`config.mk`:
```
export PLATFORM = sky130hd
export DESIGN_NAME = eight_bit_divider
export DESIGN_NICKNAME = d
export VERILOG_FILES = /design/src/rtl/eight_bit_divider.sv
export SDC_FILE = /design/constraint.sdc
export NUM_CORES = 1
export LEC_CHECK = 0
export CORE_AREA = 10 10 75 77
export DETAILED_ROUTE_END_ITERATION = 8
export DIE_AREA = 0 0 85 87
export PLACE_DENSITY_LB_ADDON = 0.15
export SYNTH_ARGS = -nofsm -noshare
export SYNTH_HDL_FRONTEND = slang
export SYNTH_SLANG_ARGS = --single-unit
```
`constraint.sdc`:
```
create_clock -name clk -period 5.87 [get_ports clk]
set_input_delay 0.587 -clock clk [delete_from_list [all_inputs] [get_ports clk]]
set_output_delay 0.587 -clock clk [all_outputs]
set_load 0.005 [all_outputs]
```
`src/rtl/eight_bit_divider.sv`:
```
// rtl/eight_bit_divider.sv - sequential unsigned divider by repeated subtraction
module eight_bit_divider #(
    parameter int WIDTH = 8
) (
    input  logic             clk,
    input  logic             rst_n,
    input  logic             start,
    input  logic [WIDTH-1:0] dividend,
    input  logic [WIDTH-1:0] divisor,
    output logic             busy,
    output logic             done,
    output logic [WIDTH-1:0] quotient,
    output logic [WIDTH-1:0] remainder,
    output logic             div_by_zero
);

    typedef enum logic [1:0] {
        S_IDLE = 2'd0,
        S_RUN  = 2'd1,
        S_DONE = 2'd2
    } state_t;

    localparam logic [WIDTH-1:0] ONE = {{(WIDTH-1){1'b0}}, 1'b1};

    state_t           state;
    state_t           state_next;
    logic [WIDTH-1:0] r_q;
    logic [WIDTH-1:0] d_q;
    logic [WIDTH-1:0] q_q;
    logic             r_ge_d;

    assign r_ge_d = (r_q >= d_q);
    assign busy   = (state != S_IDLE);
    assign done   = (state == S_DONE);

    always_ff @(posedge clk or negedge rst_n) begin
        if (!rst_n) begin
            state <= S_IDLE;
        end else begin
            state <= state_next;
        end
    end

    always_comb begin
        state_next = state;
        case (state)
            S_IDLE: begin
                if (start) begin
                    state_next = (divisor == '0) ? S_DONE : S_RUN;
                end
            end
            S_RUN: begin
                if (!r_ge_d) begin
                    state_next = S_DONE;
                end
            end
            S_DONE:  state_next = S_IDLE;
            default: state_next = S_IDLE;
        endcase
    end

    // Result registers only move on entry to DONE, so they hold between completions.
    always_ff @(posedge clk or negedge rst_n) begin
        if (!rst_n) begin
            r_q         <= '0;
            d_q         <= '0;
            q_q         <= '0;
            quotient    <= '0;
            remainder   <= '0;
            div_by_zero <= 1'b0;
        end else begin
            case (state)
                S_IDLE: begin
                    if (start) begin
                        r_q <= dividend;
                        d_q <= divisor;
                        q_q <= '0;
                        if (divisor == '0) begin
                            quotient    <= '1;
                            remainder   <= dividend;
                            div_by_zero <= 1'b1;
                        end
                    end
                end
                S_RUN: begin
                    if (r_ge_d) begin
                        r_q <= r_q - d_q;
                        q_q <= q_q + ONE;
                    end else begin
                        quotient    <= q_q;
                        remainder   <= r_q;
                        div_by_zero <= 1'b0;
                    end
                end
                default: begin
                end
            endcase
        end
    end

endmodule

```
# Word level (Yosys, flattened, before mapping)
# Index checks and enable logic that the tools add are counted.
[word_totals]
regBits = 43
wordCells = 46
in_bits = 19
output_inout_bits = 19
[classes]
reduce_logical = 8
n_mux = 22
n_addsub = 2
eq_ne = 6
order_cmp = 1
[op_table]
columns = ["cell", "count"]
rows = [
  ["8-bit two-way mux", 10],
  ["8-bit case mux with 2 select lines", 4],
  ["8-bit by 1-bit adder with 8-bit output, second input constant", 1],
  ["8-bit >= comparator", 1],
  ["8-bit zero test", 1],
  ["2-bit != test, second input constant", 4],
  ["8-bit subtractor", 1],
  ["2-bit two-way mux", 3],
  ["2-bit case mux with 2 select lines", 1],
  ["2-bit AND reduction", 2],
  ["4-bit AND reduction", 1],
  ["2-bit nonzero test", 2],
  ["1-bit two-way mux", 3],
  ["3-bit AND reduction", 1],
  ["2-bit by 1-bit equality test with 1-bit output, second input constant", 1],
  ["2-bit equality test, second input constant", 1],
  ["2-bit zero test", 1],
  ["1-bit case mux with 2 select lines", 1],
]

# Logic depth before layout (Yosys ltp)
# Gate-level depths: netlist of the first run.
[depth]
word_depth = 4
depth_mapped = 10
depth_no_buf = 9

# Worst setup path after synthesis of the first run
# OpenSTA, ideal clock, no wires.
[synth_path]
path_type = "reg2reg"
startpoint = "register r_q[0]"
endpoint = "register remainder[0]"
required_time_ns = 5.745
synth_period_minus_slack_ns = 2.363
setup_ns = 0.125
path_slack_ns = 3.507
arrival_time_ns = 2.238
stages_incl_launch_ff = 10
n_path_buf = 0
cell_sequence = "dfrtp_1 -> inv_1 -> ha_1 -> inv_1 -> fa_1 -> a21o_1 -> a211oi_2 -> o311ai_4 -> nand2_4 -> mux2_2"
[synth_between]
elab_chain_len = 3
elab_cells_between_ends = 5
cone_classes = "1 x order compare; 1 x eq/ne; 2 x mux; 1 x reduce/logical"
[synth_lines]
columns = ["item", "line", "text"]
rows = [
  ["start: declaration", "27", "logic [WIDTH-1:0] r_q;"],
  ["start signal: assignment", "75", "r_q <= dividend;"],
  ["start signal: assignment", "87", "r_q <= r_q - d_q;"],
  ["8-bit >= comparator", "32", "assign r_ge_d = (r_q >= d_q);"],
  ["2-bit != test (no source line)", "n/a", ""],
  ["4-bit AND reduction (no source line)", "n/a", ""],
  ["end signal: assignment", "80", "remainder <= dividend;"],
  ["end signal: assignment", "91", "remainder <= r_q;"],
  ["end: declaration", "13", "output logic [WIDTH-1:0] remainder,"],
]
# Parallel ways exist; a longest one is shown, timed or not. The select of a mux whose other input is x is not followed.
# A chain may end at the register's enable or synchronous reset.

# Final worst setup path of the first run
[layout_path]
startpoint = "register state[1]"
endpoint = "register q_q[5]"
[layout_between]
elab_chain_len = 3
elab_cells_between_ends = 7
cone_classes = "3 x eq/ne; 1 x mux; 3 x reduce/logical"
[layout_lines]
columns = ["item", "line", "text"]
rows = [
  ["start: declaration", "25", "state_t state;"],
  ["start signal: assignment", "40", "state <= state_next;"],
  ["2-bit by 1-bit equality test with 1-bit output or 2-bit zero test (tied branches)", "72", "case (state)"],
  ["2-bit != test (no source line) or 2-bit nonzero test (tied branches)", "n/a", ""],
  ["3-bit AND reduction (no source line)", "n/a", ""],
  ["end signal: assignment", "88", "q_q <= q_q + ONE;"],
  ["end: declaration", "29", "logic [WIDTH-1:0] q_q;"],
]
# Parallel ways exist; a longest one is shown, timed or not.

==> results of run 1 <==
worst max-delay path, delay by kind of cell, from the launching register on:
kind            cells  cell delay [ps]
compound gates      3             1140
flops               1              410
simple gates        2             1200
metal layers:
metal	GRT usage, %	vias up
li1	-	921
met1	17.5	865
met2	21.4	42
met3	5.06	6
met4	4.94	0
met5	0	-
state kept, by name, indices dropped and copies added (netlist names):
| name | cells |
|---|---|
| quotient | 8 |
| state | 2 |
| r_q | 8 |
| div_by_zero | 1 |
| q_q | 8 |
| remainder | 8 |
| d_q | 8 |
cell usage in the layout (no fill, tap or decap), types with 2 or more instances in the layout:
cell and count:
a21oi_1 19, a31oi_1 4, and3_1 4, bufinv_16 2
clkbuf_8 5, clkdlybuf4s50_1 36, dfrtp_1 43, ha_1 9
inv_1 13, mux2_1 2, mux2_2 7, mux2i_1 4
nand2_1 44, nand3_1 3, nor2_1 30, nor2b_1 3
o21a_1 6, o21ai_0 15, o31ai_1 2, or4_1 2
xnor2_1 2
logic make-up (layout without fill, tap and decap cells):
logic type               Yosys count  in the layout
AND/OR/NAND/NOR                   97             97
AO/OA/AOI/OAI                     58             58
flip-flops                        43             43
buffers and inverters             22             58
multiplexers                      13             13
adder cells (fa/ha/maj)           10             10
XOR/XNOR                           3              3
per-stage QoR:
stage	utilization (%)	power, mW	hold slack (ps)	instance area (um^2)
2_1_floorplan	-	1.21	291	2290
3_3_place_gp	63.4	1.48	466	2690
3_5_place_dp	63.4	1.50	477	2690
4_1_cts	66.6	1.78	456	2820
5_1_grt	66.6	1.93	494	2820
6_report	66.6	1.77	421	2820
path summary, 6_finish.rpt:
check | start | endpoint | slack [ps] | cells past startpoint
max in group asynchronous | rst_n | q_q[2] | 4860 | 1
worst min-delay path | rst_n | state[0] | 420 | 1
worst max-delay path | state[1] | q_q[5] | 3010 | 5
worst max register to register | state[1] | q_q[5] | 3010 | 5
min in group clk | remainder[6] | remainder[6] | 490 | 1
worst min register to register | remainder[6] | remainder[6] | 490 | 1
where the power goes:
part	internal [mW]	leakage, nW	switching, mW
clock	0.170	0.0644	0.105
combinational	0.445	0.668	0.536
sequential	0.435	0.523	0.0773
layout make-up:
class | count | area share [%]
multi-input cells | 181 | 40.0
flip-flops and latches | 43 | 38.1
clock buffers | 5 | 2.44
inverters | 13 | 1.73
clock inverters | 3 | 2.39
well taps | 52 | 2.31
repair buffers | 37 | 12.9
==> reports/qor.yml, run 1 <==
detailed_routing:
  topRoutingLayerUsed: "met4"
  drc: 0
  met3_length_um: 376
  detail_route.wirelength_mm: 4.95
  wl_met2_mm: 2.20
  wl_per_cell_um: 14.8
  vias: 1834
  firstDrtPassIters: 4
  vias_per_cell: 5.49
  drtAntennaViolNets: 0
  wl_met1_mm: 2.31
  drtIter0Drc: 107
timing:
  fmax_ghz: 0.349
  period_share_pct: 48.8
  rsz0062_at_grt: "no"
  slew_viol_final: 0
  min_period_ps: 2860
  setup_tns_ps: 0
  setup_viol: 0
  hold_viol_final: 0
  slew-limit-headroom_pct: 30.4
  fin_skew_ps: 7.97
  worst_pin_slew_ps: 1040
  setup_slack_ps: 3010
critical_path:
  critPathKind: "reg2reg"
  cp.required_ps: 6070
  arrival_ps: 3060
  endpoint_kind: "register"
  path_cells: "nand2b_1 > or3_4 > o221ai_2 > o21ai_0 > a32o_1"
  cpPeakStageDelay_ps: 690
  start_kind: "register"
  critical-path-slowest-cell: "o221ai_2"
  worst-path-max-fanout: 26
cells_and_area:
  area_growth_pct: 23.0
  drive_above_1_share_pct: 8.16
  register_area_um2: 1080
  multi_input_area_um2: 1130
  fin_nets: 310
  diodes: 0
  instances_no_fill: 334
  nFillCells: 377
yosys:
  ys_warn_count: 0
  ys_seq_area_share_pct: 46.9
  yosysMostFrequentCell: "nand2_1"
  yosysUniqueCellTypes: 46
  synth_common_cells: "nand2_1 (44), dfrtp_1 (43), nor2_1 (30)"
  syn_area_per_cell_um2: 9.32
  synth_top_area_share_pct: 46.9
  synth_area_leader_cell: "dfrtp_1"
  synth_adder_area_share_pct: 5.78
  muxShareOfSynthArea_pct: 6.16
  synth_edf_count: 0
  synth_cells: 246
  synthesis.nets: 275
  synth_xor_area_share_pct: 1.15
  synthFlopType: "dfrtp_1"
  synthArstFlopShare_pct: 100
  synthSimpleGateAreaFrac_pct: 19.1
  synth_area_um2: 2290
  ys_top_cells_by_area: "dfrtp_1 (47%), nand2_1 (7.2%), ha_1 (4.9%), nor2_1 (4.9%), a21oi_1 (4.1%)"
  synth_seq_cells: 43
  synth_top_family_by_area: "simple AND/OR/NAND/NOR gates"
  synth_compound_area_share_pct: 17.1
placed_design:
  gp_congestion: 0.783
  hpwl_mm: 3.58
  dp_cells: 326
  portBuffers: 37
  pre_cts_ws_ps: 3010
die:
  dieArea_um2: 7400
  die_h_um: 87
  ioPinCount: 38
  core_area_um2: 4230
  die_x_um: 85
  start_util_pct: 54.2
  rows: 24
clock_network:
  cts_buffer_depth: 2
  path_clk_slew_ps: 90
  numCtsBuffers: 5
  h-tree-depth: 2
  clkLatencyLatePin_ps: 300
  cts_resized: 0
  cts_sinks: 43
  cts_root_buffer: "clkbuf_8"
  post_cts_buffers: 0
  cts_tree: "built"
  postCtsHoldBufs: 0
grt:
  grt_pass1_wl_mm: 8.50
  track_usage_pct: 13.9
  first_global_vias: 1815
  antenna_found_initial: 0
  grt-ovfl-total: 0
  grt_start_max_net_pins: 44
run:
  cap_violations: 0
pwr:
  powerDensity_nw_per_um2: 627
  irDropWorstVdd_mv: 0.345
  p_leak_nw: 1.26
run_status:
  status: "finished clean"
hold_path:
  hold_path.class: "in2async"
Power figures use the tool's default switching activity.
==> run 2: changes to the inputs <==
--- a/config.mk
+++ b/config.mk
@@ -5,9 +5,9 @@
 export SDC_FILE = /design/constraint.sdc
 export NUM_CORES = 1
 export LEC_CHECK = 0
-export CORE_AREA = 10 10 75 77
+export CORE_AREA = 10 10 77 79
 export DETAILED_ROUTE_END_ITERATION = 8
-export DIE_AREA = 0 0 85 87
+export DIE_AREA = 0 0 87 89
 export PLACE_DENSITY_LB_ADDON = 0.15
 export SYNTH_ARGS = -nofsm -noshare
 export SYNTH_HDL_FRONTEND = slang
==> constraint.sdc (replaced) <==
create_clock -name clk -period 2.9 [get_ports clk]
set_input_delay 0.29 -clock clk [delete_from_list [all_inputs] [get_ports clk]]
set_output_delay 0.29 -clock clk [all_outputs]
set_load 0.005 [all_outputs]
==> run 2 against run 1 <==
Effect of this change:
- wire length rose by 1.6%
- count of clock-buffer cells in the layout up 1
- combinational power rose by 110%
- worst hold slack worse by 280 ps
- critical path type unchanged
- critical endpoint is now remainder[4]
- largest cell class unchanged
==> reports/qor.yml, run 2 (same netlist as run 1, synthesis figures left out) <==
cells_and_area:
  diodes: 0  # unchanged
  drive_above_1_share_pct: 9.09  # was 8.16%
  fin_nets: 314  # was 310
  fin_util_pct: 63.1  # was 66.6%
  layout_commonest_cell: "nand2_1"  # unchanged
  layout_common_cells: "nand2_1 (44), dfrtp_1 (43), clkdlybuf4s50_1 (36), nor2_1 (30), a21oi_1 (19)"  # unchanged
  instances_no_fill: 340  # was 334
  area_growth_pct: 24.8  # was 23.0%
critical_path:
  reg2regPathDepth: 9  # was 5
  setup.worst_path.start: "r_q[0]"  # was state[1]
  start_kind: "register"  # unchanged
  worst-path-max-fanout: 9  # was 26
  arrival_ps: 2760  # was 3060 ps
  cpPeakStageDelay_ps: 480  # was 690 ps
  crit_top_cell: "inv_1"
  cp-endpoint: "remainder[4]"  # was q_q[5]
  rr_startpoint: "r_q[0]"  # was state[1]
  path_cells: "inv_1 > ha_1 > inv_1 > fa_1 > a21o_1 > a211oi_2 > o311ai_4 > nand2_4 > mux2_2"  # was nand2b_1 > or3_4 > o221ai_2 > o21ai_0 > a32o_1
  r2r_end: "remainder[4]"  # was q_q[5]
  cp.required_ps: 3080  # was 6070 ps
  r2r_slack_ps: 320  # was 3010 ps
  critical-path-slowest-cell: "a211oi_2"  # was o221ai_2
  endpoint_kind: "register"  # unchanged
  crit_family: "compound AO/OA/AOI/OAI gates"  # was simple AND/OR/NAND/NOR gates
  cp.depth: 9  # was 5
  path_buf_inv: 2  # was 0
  critPathKind: "reg2reg"  # unchanged
detailed_routing:
  wl_per_cell_um: 14.8  # about the same
  drtAntennaViolNets: 0  # unchanged
  drc: 0  # unchanged
  drtIter0Drc: 98  # was 107
  vias_per_cell: 5.41  # was 5.49
  firstDrtPassIters: 4  # unchanged
  vias: 1841  # was 1834
  detail_route.wirelength_mm: 5.03  # was 4.95 mm
grt:
  grt_start_max_net_pins: 44  # unchanged
  grt-ovfl-total: 0  # unchanged
  track_usage_pct: 14.1  # was 13.9%
  grt_pass1_wl_mm: 8.84  # was 8.50 mm
  first_global_vias: 1831  # was 1815
  antenna_found_initial: 0  # unchanged
timing:
  fmax_ghz: 0.388  # was 0.349 GHz
  slew-limit-headroom_pct: 36.2  # was 30.4%
  hold_viol_final: 0  # unchanged
  setup_slack_ps: 321  # was 3010 ps
  setup_viol: 0  # unchanged
  fin_skew_ps: 7.49  # was 7.97 ps
  min_period_ps: 2580  # was 2860 ps
  period_share_pct: 88.9  # was 48.8%
  setup_tns_ps: 0  # unchanged
  worst_pin_slew_ps: 956  # was 1040 ps
  slew_viol_final: 0  # unchanged
  rsz0062_at_grt: "no"  # unchanged
clock_network:
  post_cts_buffers: 0  # unchanged
  cts_sinks: 43  # unchanged
  clkLatencyLatePin_ps: 300  # about the same
  cts_root_buffer: "clkbuf_8"  # unchanged
  cts_buffer_depth: 2  # unchanged
  numCtsBuffers: 5  # unchanged
  h-tree-depth: 2  # unchanged
  path_clk_slew_ps: 80  # was 90 ps
  cts_tree: "built"  # unchanged
die:
  die_h_um: 89  # was 87 um
  dieArea_um2: 7740  # was 7400 um^2
  start_util_pct: 50.6  # was 54.2%
  die_x_um: 87  # was 85 um
  ioPinCount: 38  # unchanged
  core_area_um2: 4540  # was 4230 um^2
  rows: 25  # was 24
pwr:
  p_leak_nw: 1.28  # was 1.26 nW
  powerDensity_nw_per_um2: 1270  # was 627 nW/um^2
  irDropWorstVdd_mv: 0.790  # was 0.345 mV
placed_design:
  pre_cts_ws_ps: 289  # was 3010 ps
  dp_cells: 332  # was 326
  hpwl_mm: 3.61  # was 3.58 mm
  portBuffers: 37  # unchanged
  gp_congestion: 0.778  # was 0.783
hold_path:
  hold_path.class: "in2async"  # unchanged
run:
  cap_violations: 0  # unchanged
run_status:
  status: "finished clean"  # unchanged
[run 2: worst min-delay path by stage]
stage	startpoint	endpoint	slack, ps	cells after the start
6_report	rst_n	q_q[0]	140	1
5_1_grt	rst_n	quotient[1]	220	1
4_1_cts	rst_n	remainder[1]	180	1
3_5_place_dp	div_by_zero	div_by_zero	470	2
3_3_place_gp	div_by_zero	div_by_zero	470	2
2_1_floorplan	rst_n	d_q[0]	-6	0
[run 2: worst reg2reg max path: stages (launching register included)]
cell and delay (ps):
dfrtp_1 380, inv_1 80, ha_1 160, inv_1 50, fa_1 390, a21o_1 200, a211oi_2 480, o311ai_4 170
nand2_4 190, mux2_2 360
[run 2: area by class of cell]
type                            count  area, um^2
Fill cell                         404        1670
Multi-Input combinational cell    181        1140
Clock inverter                      2        60.1
Tap cell                           54        67.6
Inverter                           13        48.8
Clock buffer                        6        72.6
Sequential cell                    43        1080
Timing Repair Buffer               41         395
[run 2: power by group]
group          leakage, nW  switching (mW)  internal (mW)
Combinational        0.688            1.10          0.941
Sequential           0.523           0.153          0.880
Clock               0.0654           0.206          0.344
Total                 1.28            1.46           2.17
[run 2: repair_timing]
action / 4_1_cts / 5_1_grt
gates resized for setup: 0 / 1
hold buffers: 0 / 0
endpoints found under the setup margin: 0 / 1
[run 2: per-layer routing]
| layer | global-route usage (%) | vias to the layer above | wire length (um) |
|---|---|---|---|
| li1 | - | 926 | - |
| met4 | 4.86 | 0 | 84 |
| met5 | 0 | - | 0 |
| met2 | 21.3 | 45 | 2220 |
| met3 | 4.47 | 8 | 374 |
| met1 | 18.5 | 862 | 2350 |
[run 2: metrics by stage]
stage               area, um^2  power, mW  hold WS (ps)
floorplan                 2290       2.44         -5.59
global placement          2720       3.03           468
detailed placement        2720       3.07           471
CTS                       2850       3.63           177
global route              2860       3.99           219
finish                    2860       3.63           142
